===== src/rtl/regfile_mp.sv =====
// Two-read, one-write register file with a bulk-clear sequencer (IDLE/CLEAR/DONE).
// Define REGFILE_MP_BYPASS_EN to forward write data to matching read ports in the same cycle.
//
// state | meaning
// IDLE  | normal operation, writes accepted
// CLEAR | one register zeroed per cycle at ptr_q, writes dropped
// DONE  | single-cycle completion pulse, writes accepted
module regfile_mp #(
  parameter  int DATA_W = 16,
  parameter  int NREGS  = 8,
  localparam int ADDR_W = $clog2(NREGS)
) (
  input  logic              clk,
  input  logic              rst_n,
  input  logic [DATA_W-1:0] data_in,
  input  logic [ADDR_W-1:0] writenum,
  input  logic              write,
  input  logic [ADDR_W-1:0] readnum_a,
  input  logic [ADDR_W-1:0] readnum_b,
  input  logic              clear,
  output logic [DATA_W-1:0] data_out_a,
  output logic [DATA_W-1:0] data_out_b,
  output logic              busy,
  output logic              done
);

  typedef enum logic [1:0] {
    ST_IDLE  = 2'd0,
    ST_CLEAR = 2'd1,
    ST_DONE  = 2'd2
  } state_e;

  localparam logic [ADDR_W-1:0] PTR_LAST = ADDR_W'(NREGS - 1);

  state_e              state_q, state_d;
  logic [ADDR_W-1:0]   ptr_q, ptr_d;
  logic [DATA_W-1:0]   regs_q [NREGS];

  always_ff @(posedge clk) begin
    if (!rst_n) begin
      state_q <= ST_IDLE;
      ptr_q   <= '0;
    end else begin
      state_q <= state_d;
      ptr_q   <= ptr_d;
    end
  end

  always_comb begin
    state_d = state_q;
    ptr_d   = ptr_q;
    busy    = 1'b0;
    done    = 1'b0;
    case (state_q)
      ST_IDLE: begin
        if (clear) begin
          state_d = ST_CLEAR;
          ptr_d   = '0;
        end
      end
      ST_CLEAR: begin
        busy = 1'b1;
        // Exit is decoded explicitly at the last index rather than on pointer wrap.
        if (ptr_q == PTR_LAST) begin
          state_d = ST_DONE;
          ptr_d   = '0;
        end else begin
          ptr_d = ptr_q + 1'b1;
        end
      end
      ST_DONE: begin
        done = 1'b1;
        if (clear) begin
          state_d = ST_CLEAR;
          ptr_d   = '0;
        end else begin
          state_d = ST_IDLE;
        end
      end
      default: begin
        state_d = ST_IDLE;
        ptr_d   = '0;
      end
    endcase
  end

  always_ff @(posedge clk) begin
    if (!rst_n) begin
      for (int i = 0; i < NREGS; i++) regs_q[i] <= '0;
    end else if (busy) begin
      regs_q[ptr_q] <= '0;
    end else if (write) begin
      regs_q[writenum] <= data_in;
    end
  end

`ifdef REGFILE_MP_BYPASS_EN
  logic wr_fwd;
  assign wr_fwd     = write && !busy;
  assign data_out_a = (wr_fwd && (readnum_a == writenum)) ? data_in : regs_q[readnum_a];
  assign data_out_b = (wr_fwd && (readnum_b == writenum)) ? data_in : regs_q[readnum_b];
`else
  assign data_out_a = regs_q[readnum_a];
  assign data_out_b = regs_q[readnum_b];
`endif

endmodule


===== config.mk =====
export PLATFORM = sky130hd
export DESIGN_NAME = regfile_mp
export DESIGN_NICKNAME = d
export VERILOG_FILES = /design/src/rtl/regfile_mp.sv
export SDC_FILE = /design/constraint.sdc
export NUM_CORES = 1
export LEC_CHECK = 0
export BUFFER_PORTS_ARGS = -buffer_cell sky130_fd_sc_hd__clkbuf_2
export CAP_MARGIN = 10
export CORE_UTILIZATION = 60
export CTS_CLUSTER_SIZE = 20
export DETAILED_ROUTE_END_ITERATION = 10
export PLACE_DENSITY = 0.8
export SLEW_MARGIN = 20
export SYNTH_ARGS = -nofsm -noshare
export SYNTH_HDL_FRONTEND = slang
export SYNTH_SLANG_ARGS = --single-unit

===== constraint.sdc =====
create_clock -name clk -period 3.6 [get_ports clk]
set_clock_uncertainty 0.05 [all_clocks]
set_input_delay 0.18 -clock clk [delete_from_list [all_inputs] [get_ports clk]]
set_output_delay 0.18 -clock clk [all_outputs]
set_load 0.05 [all_outputs]

Word level (Yosys, flattened, before mapping):

Memory sizes are Yosys's and may differ from the RTL's.
Cells that the tools add are included.

* bits in registers: 5
* memory bits (writable): 128
* bits of input ports: 29
* word-level logic and storage cells: 38
* memories: 1

* add/sub/neg operators: 1
* equal/unequal tests: 6
* muxes and demuxes: 23
* reductions and logical operators: 5

Memory list
* regs_q: depth 8, width 16, read ports 2, clocked after memory_dff 0, write ports 8, line 37 `logic [DATA_W-1:0] regs_q [NREGS];`

Operators with widths (count)
* $mux W16: 2
* $reduce_or A16 Y1: 2
* $mux W1: 13
* $mux W3: 4
* $pmux W2 S3: 1
* $pmux W3 S2: 1
* $mux W2: 2
* $ne A2 B2 Y1 const B: 2
* $add A3 B1 Y3 const B: 1
* $eq A3 B3 Y1 const B: 1
* $eq A2 B1 Y1 const B: 1
* $eq A2 B2 Y1 const B: 1
* $logic_not A2 Y1: 1
* $ne A2 B1 Y1 const B: 1
* $reduce_and A2 Y1: 1
* $reduce_or A2 Y1: 1

Logic depth before layout (Yosys ltp):

Gate-level depths: netlist of the first run.

* word-level depth: 8
* mapped depth: 7
* mapped depth without buffers: 5

Least setup slack after synthesis of the first run:

No wires, ideal clock.

* path type: register to register
* from: register state_q[0]
* to: memory regs_q[0][0], enable pin
* setup time: 399 ps
* data arrival time: 2162 ps
* data required time: 3151 ps
* path slack: 989 ps
* cell stages (with the launch flop): 7
* cell sequence: dfxtp_1 buf_6 nor2b_4 buf_6 buf_2 o311a_1 a31oi_1

RTL lines
* from (decl): line 35 `state_e state_q, state_d;`
* from (signal assigned): line 44 `state_q <= state_d;`
* to (decl): line 37

==> results of run 1 <==
==> state kept, by name, summed over array words and instances, names as in the netlist <==
name and cells:
regs_q 128, ptr_q 3, state_q 2
==> synth_stat cells, drive strengths merged <==
cell | count | area [um2]
inv | 1 | 3.750
edfxtp | 128 | 3844
and3 | 1 | 6.260
o211a | 1 | 10.01
a21oi | 1 | 5.000
o211ai | 1 | 7.510
nand3b | 1 | 7.510
clkbuf | 14 | 57.56
or3b | 1 | 8.760
nand2 | 19 | 73.82
nor4b | 1 | 8.760
o311a | 1 | 10.01
or3 | 5 | 51.30
dfxtp | 5 | 100.1
nor4 | 4 | 85.08
o21ai | 3 | 15.01
mux2 | 32 | 360.4
o21a | 1 | 7.510
or2 | 1 | 6.260
nor3b | 3 | 22.52
mux2i | 1 | 10.01
nor2b | 7 | 51.30
buf | 23 | 181.4
a31oi | 9 | 56.30
ha | 2 | 25.02
and2 | 64 | 400.4
nor2 | 66 | 250.2
nand2b | 2 | 12.51
mux4 | 64 | 1441
==> final cells by class <==
cell class,instances,area [um2],area share
flip-flops and latches,133,3944,0.4876
multi-input cells,291,2983,0.3688
clock buffers,28,526.8,0.06513
repair buffers,74,407.9,0.05043
well taps,143,178.9,0.02212
clock inverters,4,43.79,0.005415
inverters,1,3.754,0.0004641
==> cells by family (layout without fill, tap and decap cells) <==
family                   after synthesis  after routing  synth area share
multiplexers                          97             97            0.2545
AO/OA/AOI/OAI                         17             17           0.01564
buffers and inverters                 38            107           0.03410
adder cells (fa/ha/maj)                2              2          0.003514
flip-flops                           133            133            0.5540
AND/OR/NAND/NOR                      175            175            0.1383
==> how the worst max path moves through the flow <==
| stage | endpoint | slack (ns) |
|---|---|---|
| 2_1_floorplan | regs_q[0][0] | 0.99 |
| 3_3_place_gp | regs_q[5][10] | 0.94 |
| 3_5_place_dp | regs_q[5][9] | 0.86 |
| 4_1_cts | regs_q[5][5] | 0.93 |
| 5_1_grt | regs_q[5][4] | 0.75 |
| 6_report | regs_q[5][3] | 0.90 |
==> power by group <==
group / internal [W] / total (W) / switching, W
registers: 0.00180 / 0.00185 / 0.0000481
clock network: 0.00106 / 0.00164 / 0.000587
logic: 0.000233 / 0.000645 / 0.000412
==> placed cells by master (no fill, tap or decap), types with 5 or more instances in the layout <==
cell / n
buf_4: 11
edfxtp_1: 128
clkbuf_2: 62
and2_1: 64
clkbuf_1: 5
dfxtp_1: 5
nor2b_1: 6
clkbuf_8: 6
nand2_1: 18
mux2_2: 32
nor2_1: 65
mux4_2: 64
a31oi_2: 8
clkbuf_16: 17
==> metal layers <==
metal	vias up	wire length, um
met5	-	0
met4	0	537
met3	36	1448
met2	242	8505
met1	2262	6258
li1	1898	-
==> worst reg2reg max path: stages (launching register included) <==
cell	delay, ns
dfxtp_1	0.51
nor2b_4	0.54
o21ai_0	0.29
a31oi_2	0.92
==> metrics by stage <==
stage / hold slack [ns] / utilization
after global routing: 0.05673 / 0.7053
after detailed placement: 0.4662 / 0.6542
after global placement: 0.4536 / 0.6542
final: 0.04365 / 0.7053
after floorplan: 0.2582 / -
after CTS: 0.04130 / 0.7040
==> flow_summary.json, run 1 <==
{
  "status": "completed",
  "detail_route.iter0.violations": 417,
  "total_power_w": 0.004134,
  "wl_mm": 16.75,
  "r2r-start": "state_q[0]",
  "grt_start_max_net_pins": 33,
  "area_growth_syn_to_layout_pct": 13.60,
  "timing.critical_path.buf_inv": 0,
  "crit_chain": "nor2b_4, o21ai_0, a31oi_2",
  "initial_core_util": 0.6208,
  "ys_types": 38,
  "grt_util_met2": 0.4849,
  "path_clk_slew_ns": 0.05,
  "post_drt_via_cell_ratio": 6.585,
  "cts-buffers-inserted": 17,
  "number_of_antenna_violations_at_the_first_check_in_global_routing": 0,
  "worstSetupStartpointType": "register",
  "synth_area_um2": 7119,
  "timing.hold.worst_path_depth": 3,
  "critical_path_peak_fanout": 18,
  "global_route.usage.total": 0.2931,
  "timing_worst_setup_path_type": "register to register",
  "yosysWarnings": 0,
  "placedCellCount": 641,
  "vdd_drop_max_uv": 367.7,
  "drive_above_1_share": 0.4087,
  "endpoint_kind": "register",
  "post_cts_hold_buffer_count": 0,
  "floorplan.io_pins": 63,
  "layout_min_cycle_time_ns": 2.699,
  "postSynthAreaPerCell_um2": 15.41,
  "finalSetupViolCount": 0,
  "gp_congestion": 0.7603,
  "regToRegSetupSlack_ns": 0.90,
  "grt-busiest-layer": "met2",
  "timing.fmax_mhz": 370.4,
  "avgRoutedWirePerCell_um": 24.85,
  "worst-r2r-cell-count": 3,
  "postSynthRegisterBits": 133,
  "r2r_end": "regs_q[5][3]",
  "core.rowCount": 39,
  "cts_setup_buffers": 0,
  "power_density_nw_per_um2": 511.2,
  "number_of_nets_still_failing_antenna_checks_after_routing": 0,
  "cts_sinks": 133,
  "synth_seq_area_share": 0.5540,
  "drc": 0,
  "design.core.area_um2": 11470,
  "max_slew.worst_pin.slew_ns": 1.091,
  "fp.dieArea_um2": 12310,
  "finalInstanceArea_um2": 8088,
  "die_h_um": 110.9,
  "gr-usage-met1": 0.3705,
  "p_leak_nw": 2.941,
  "nNetsFinal": 549,
  "cts_tree": "yes",
  "critical-path-max-stage-delay_ns": 0.92,
  "worst_ep_arrival_time_ns": 2.67,
  "num-fill-cells": 731,
  "die_x_um": 110.9,
  "stdcell_count": 674,
  "worst_setup_path_startpoint": "state_q[0]",
  "first_pass_iters": 5,
  "first_global_vias": 4705,
  "synthCells": 462,
  "vias": 4438,
  "clk_latency_ns": 0.41,
  "antenna-diode-count": 0,
  "final_slew_viol_count": 0,
  "ctsRootBufferMaster": "clkbuf_16",
  "hpwl_mm": 10.18,
  "min_from": "clear",
  "cpLargestDelayFamily": "compound AO/OA/AOI/OAI gates",
  "cts_repair_resize_count": 0,
  "synthesized_netlist_net_count": 493,
  "max_cap_violations": 0,
  "timing.hold.worst_endpoint": "state_q[0]",
  "number_of_buffer_cells_added_on_primary_ports": 62,
  "placement.cell_area_um2": 7502,
  "worst_setup_timing_slack_at_the_placement_stage_ns": 0.8631,
  "cts_max_path_buffers": 2,
  "setup_tns_ns": 0,
  "timing.critical_path.required_ns": 3.57,
  "critical_path_cell_count": 3,
  "worst_path_max_delay_cell": "a31oi_2",
  "grt_first_pass_wirelength_mm": 26.10,
  "globalRoute.totalOverflow": 0,
  "holdCritPathClass": "input port to register",
  "hold_violations": 0,
  "htreeDepth": 4,
  "rsz_0062_raised_after_global_routing": "false",
  "timing.final.ws_setup_ns": 0.9006,
  "global_route.usage.met3": 0.06342,
  "finalCritPeriodShare": 0.7498,
  "slew-limit-headroom": 0.2672
}
Note: power is estimated with default switching activity, not from simulation.
==> run 2, diff against run 1 <==
Settings changed: CORE_UTILIZATION 60 to 54, PLACE_DENSITY 0.8 to 0.76.
Clock period 3.6 ns to 2.4 ns, I/O delays scaled along.
==> run 2 against run 1 <==
Combinational power grew 55%. Final cell count is 5.5% higher. Clock power up 77%. Critical path type unchanged. Largest cell class unchanged.
==> flow_summary.json, run 2 (synthesis gave the netlist of run 1 again) <==
{
  "status": "completed",
  "whs_ns": 0.02057,
  "first_pass_iters": 4,
  "gp_congestion": 0.8208,
  "cts-buffers-inserted": 17,
  "vias": 4442,
  "global_route.usage.total": 0.2767,
  "post_drt_via_cell_ratio": 6.248,
  "rsz_0062_raised_after_global_routing": "false",
  "critical_path_peak_fanout": 18,
  "initial_core_util": 0.5596,
  "finalSetupViolCount": 0,
  "largest_register_ff_count": 128,
  "cts_sinks": 133,
  "holdCritPathClass": "input port to register",
  "final_slew_viol_count": 0,
  "grt_start_max_net_pins": 33,
  "floorplan.io_pins": 63,
  "cts_max_path_buffers": 2,
  "stdcell_count": 711,
  "finalCritPeriodShare": 0.9349,
  "placedCellCount": 677,
  "avgRoutedWirePerCell_um": 24.48,
  "max_cap_violations": 0,
  "grt_first_pass_wirelength_mm": 25.89,
  "hold_violations": 0,
  "timing.fmax_mhz": 445.7,
  "timing_worst_setup_path_type": "register to register",
  "cts_setup_buffers": 0,
  "timing.critical_path.required_ns": 2.47,
  "die_h_um": 116.8,
  "number_of_buffer_cells_added_on_primary_ports": 62,
  "die_x_um": 116.8,
  "number_of_nets_still_failing_antenna_checks_after_routing": 0,
  "globalRoute.totalOverflow": 0,
  "fp.dieArea_um2": 13650,
  "layout.cells.most_common_list": "edfxtp_1, nor2_1, mux4_2, and2_1, clkbuf_2",
  "final_util": 0.6581,
  "worst_ep_arrival_time_ns": 2.31,
  "number_of_antenna_violations_at_the_first_check_in_global_routing": 0,
  "path_clk_slew_ns": 0.06,
  "max_slew.worst_pin.slew_ns": 0.7569,
  "post_cts_hold_buffer_count": 2,
  "drc": 0,
  "first_global_vias": 4237,
  "wl_mm": 17.41,
  "hpwl_mm": 11.71,
  "drive_above_1_share": 0.4230,
  "num-fill-cells": 901,
  "nNetsFinal": 557,
  "cts_repair_resize_count": 0,
  "power_density_nw_per_um2": 797.8,
  "detail_route.iter0.violations": 383,
  "largestRegisters": "regs_q: 128 flops, ptr_q: 3 flops, state_q: 2 flops",
  "antenna-diode-count": 0,
  "design.core.area_um2": 12720,
  "worstSetupStartpointType": "register",
  "registers.top_by_ff_count": "regs_q",
  "clk_latency_ns": 0.41,
  "area_growth_syn_to_layout_pct": 17.61,
  "mostFrequentLayoutCell": "edfxtp_1",
  "endpoint_kind": "register",
  "vdd_drop_max_uv": 761.2,
  "htreeDepth": 4,
  "ctsRootBufferMaster": "clkbuf_16",
  "p_leak_nw": 3.051,
  "slew-limit-headroom": 0.4916,
  "layout_min_cycle_time_ns": 2.244,
  "cts_tree": "yes",
  "core.rowCount": 41
}
[run 2: final timing paths]
check | start | to | slack (ns) | cells after the start
worst max-delay path | state_q[0] | regs_q[4][0] | 0.16 | 4
worst max register to register | state_q[0] | regs_q[4][0] | 0.16 | 4
worst min-delay path | data_in[10] | regs_q[2][10] | 0.02 | 2
worst min register to register | ptr_q[0] | ptr_q[0] | 0.62 | 2
[run 2: critical path, stage by stage, from the launching register on]
cell     delay (ns)
dfxtp_1        0.51
nor2b_4        0.56
o21ai_0        0.28
a31oi_2        0.35
buf_12         0.20
[run 2: through the flow]
stage | setup slack, ns | TNS, ns | cell area, um2 | total power [W]
after floorplan | -0.2108 | -22.74 | 7126 | 0.003509
after global placement | 0.3296 | 0 | 7691 | 0.003788
after detailed placement | 0.2365 | 0 | 7691 | 0.003818
after CTS | 0.1864 | 0 | 8373 | 0.006695
after global routing | 0.09547 | 0 | 8373 | 0.006857
final | 0.1561 | 0 | 8373 | 0.006680
[run 2: report_power, final]
part	leakage [nW]	internal, W	total [W]	switching [W]
Combinational	1.39	0.000380	0.00100	0.000624
Clock	0.320	0.00194	0.00290	0.000955
Sequential	1.34	0.00269	0.00278	0.0000841
[run 2: cell type report]
| type | instances | area [um2] | share of cell area |
|---|---|---|---|
| sequential | 133 | 3944 | 0.4710 |
| multi-input combinational | 291 | 2983 | 0.3562 |
| timing repair buffer | 82 | 565.5 | 0.06754 |
| clock buffer | 18 | 429.2 | 0.05126 |
| clock inverter | 14 | 232.7 | 0.02779 |
| tap | 172 | 215.2 | 0.02570 |
| inverter | 1 | 3.754 | 0.0004483 |
[run 2: routing by layer]
metal,share of wire,wire (um),global-route usage
met5,0,0,0
met4,0.020,352,0.09705
met3,0.087,1517,0.06179
met1,0.40,6998,0.3927
met2,0.49,8538,0.4280
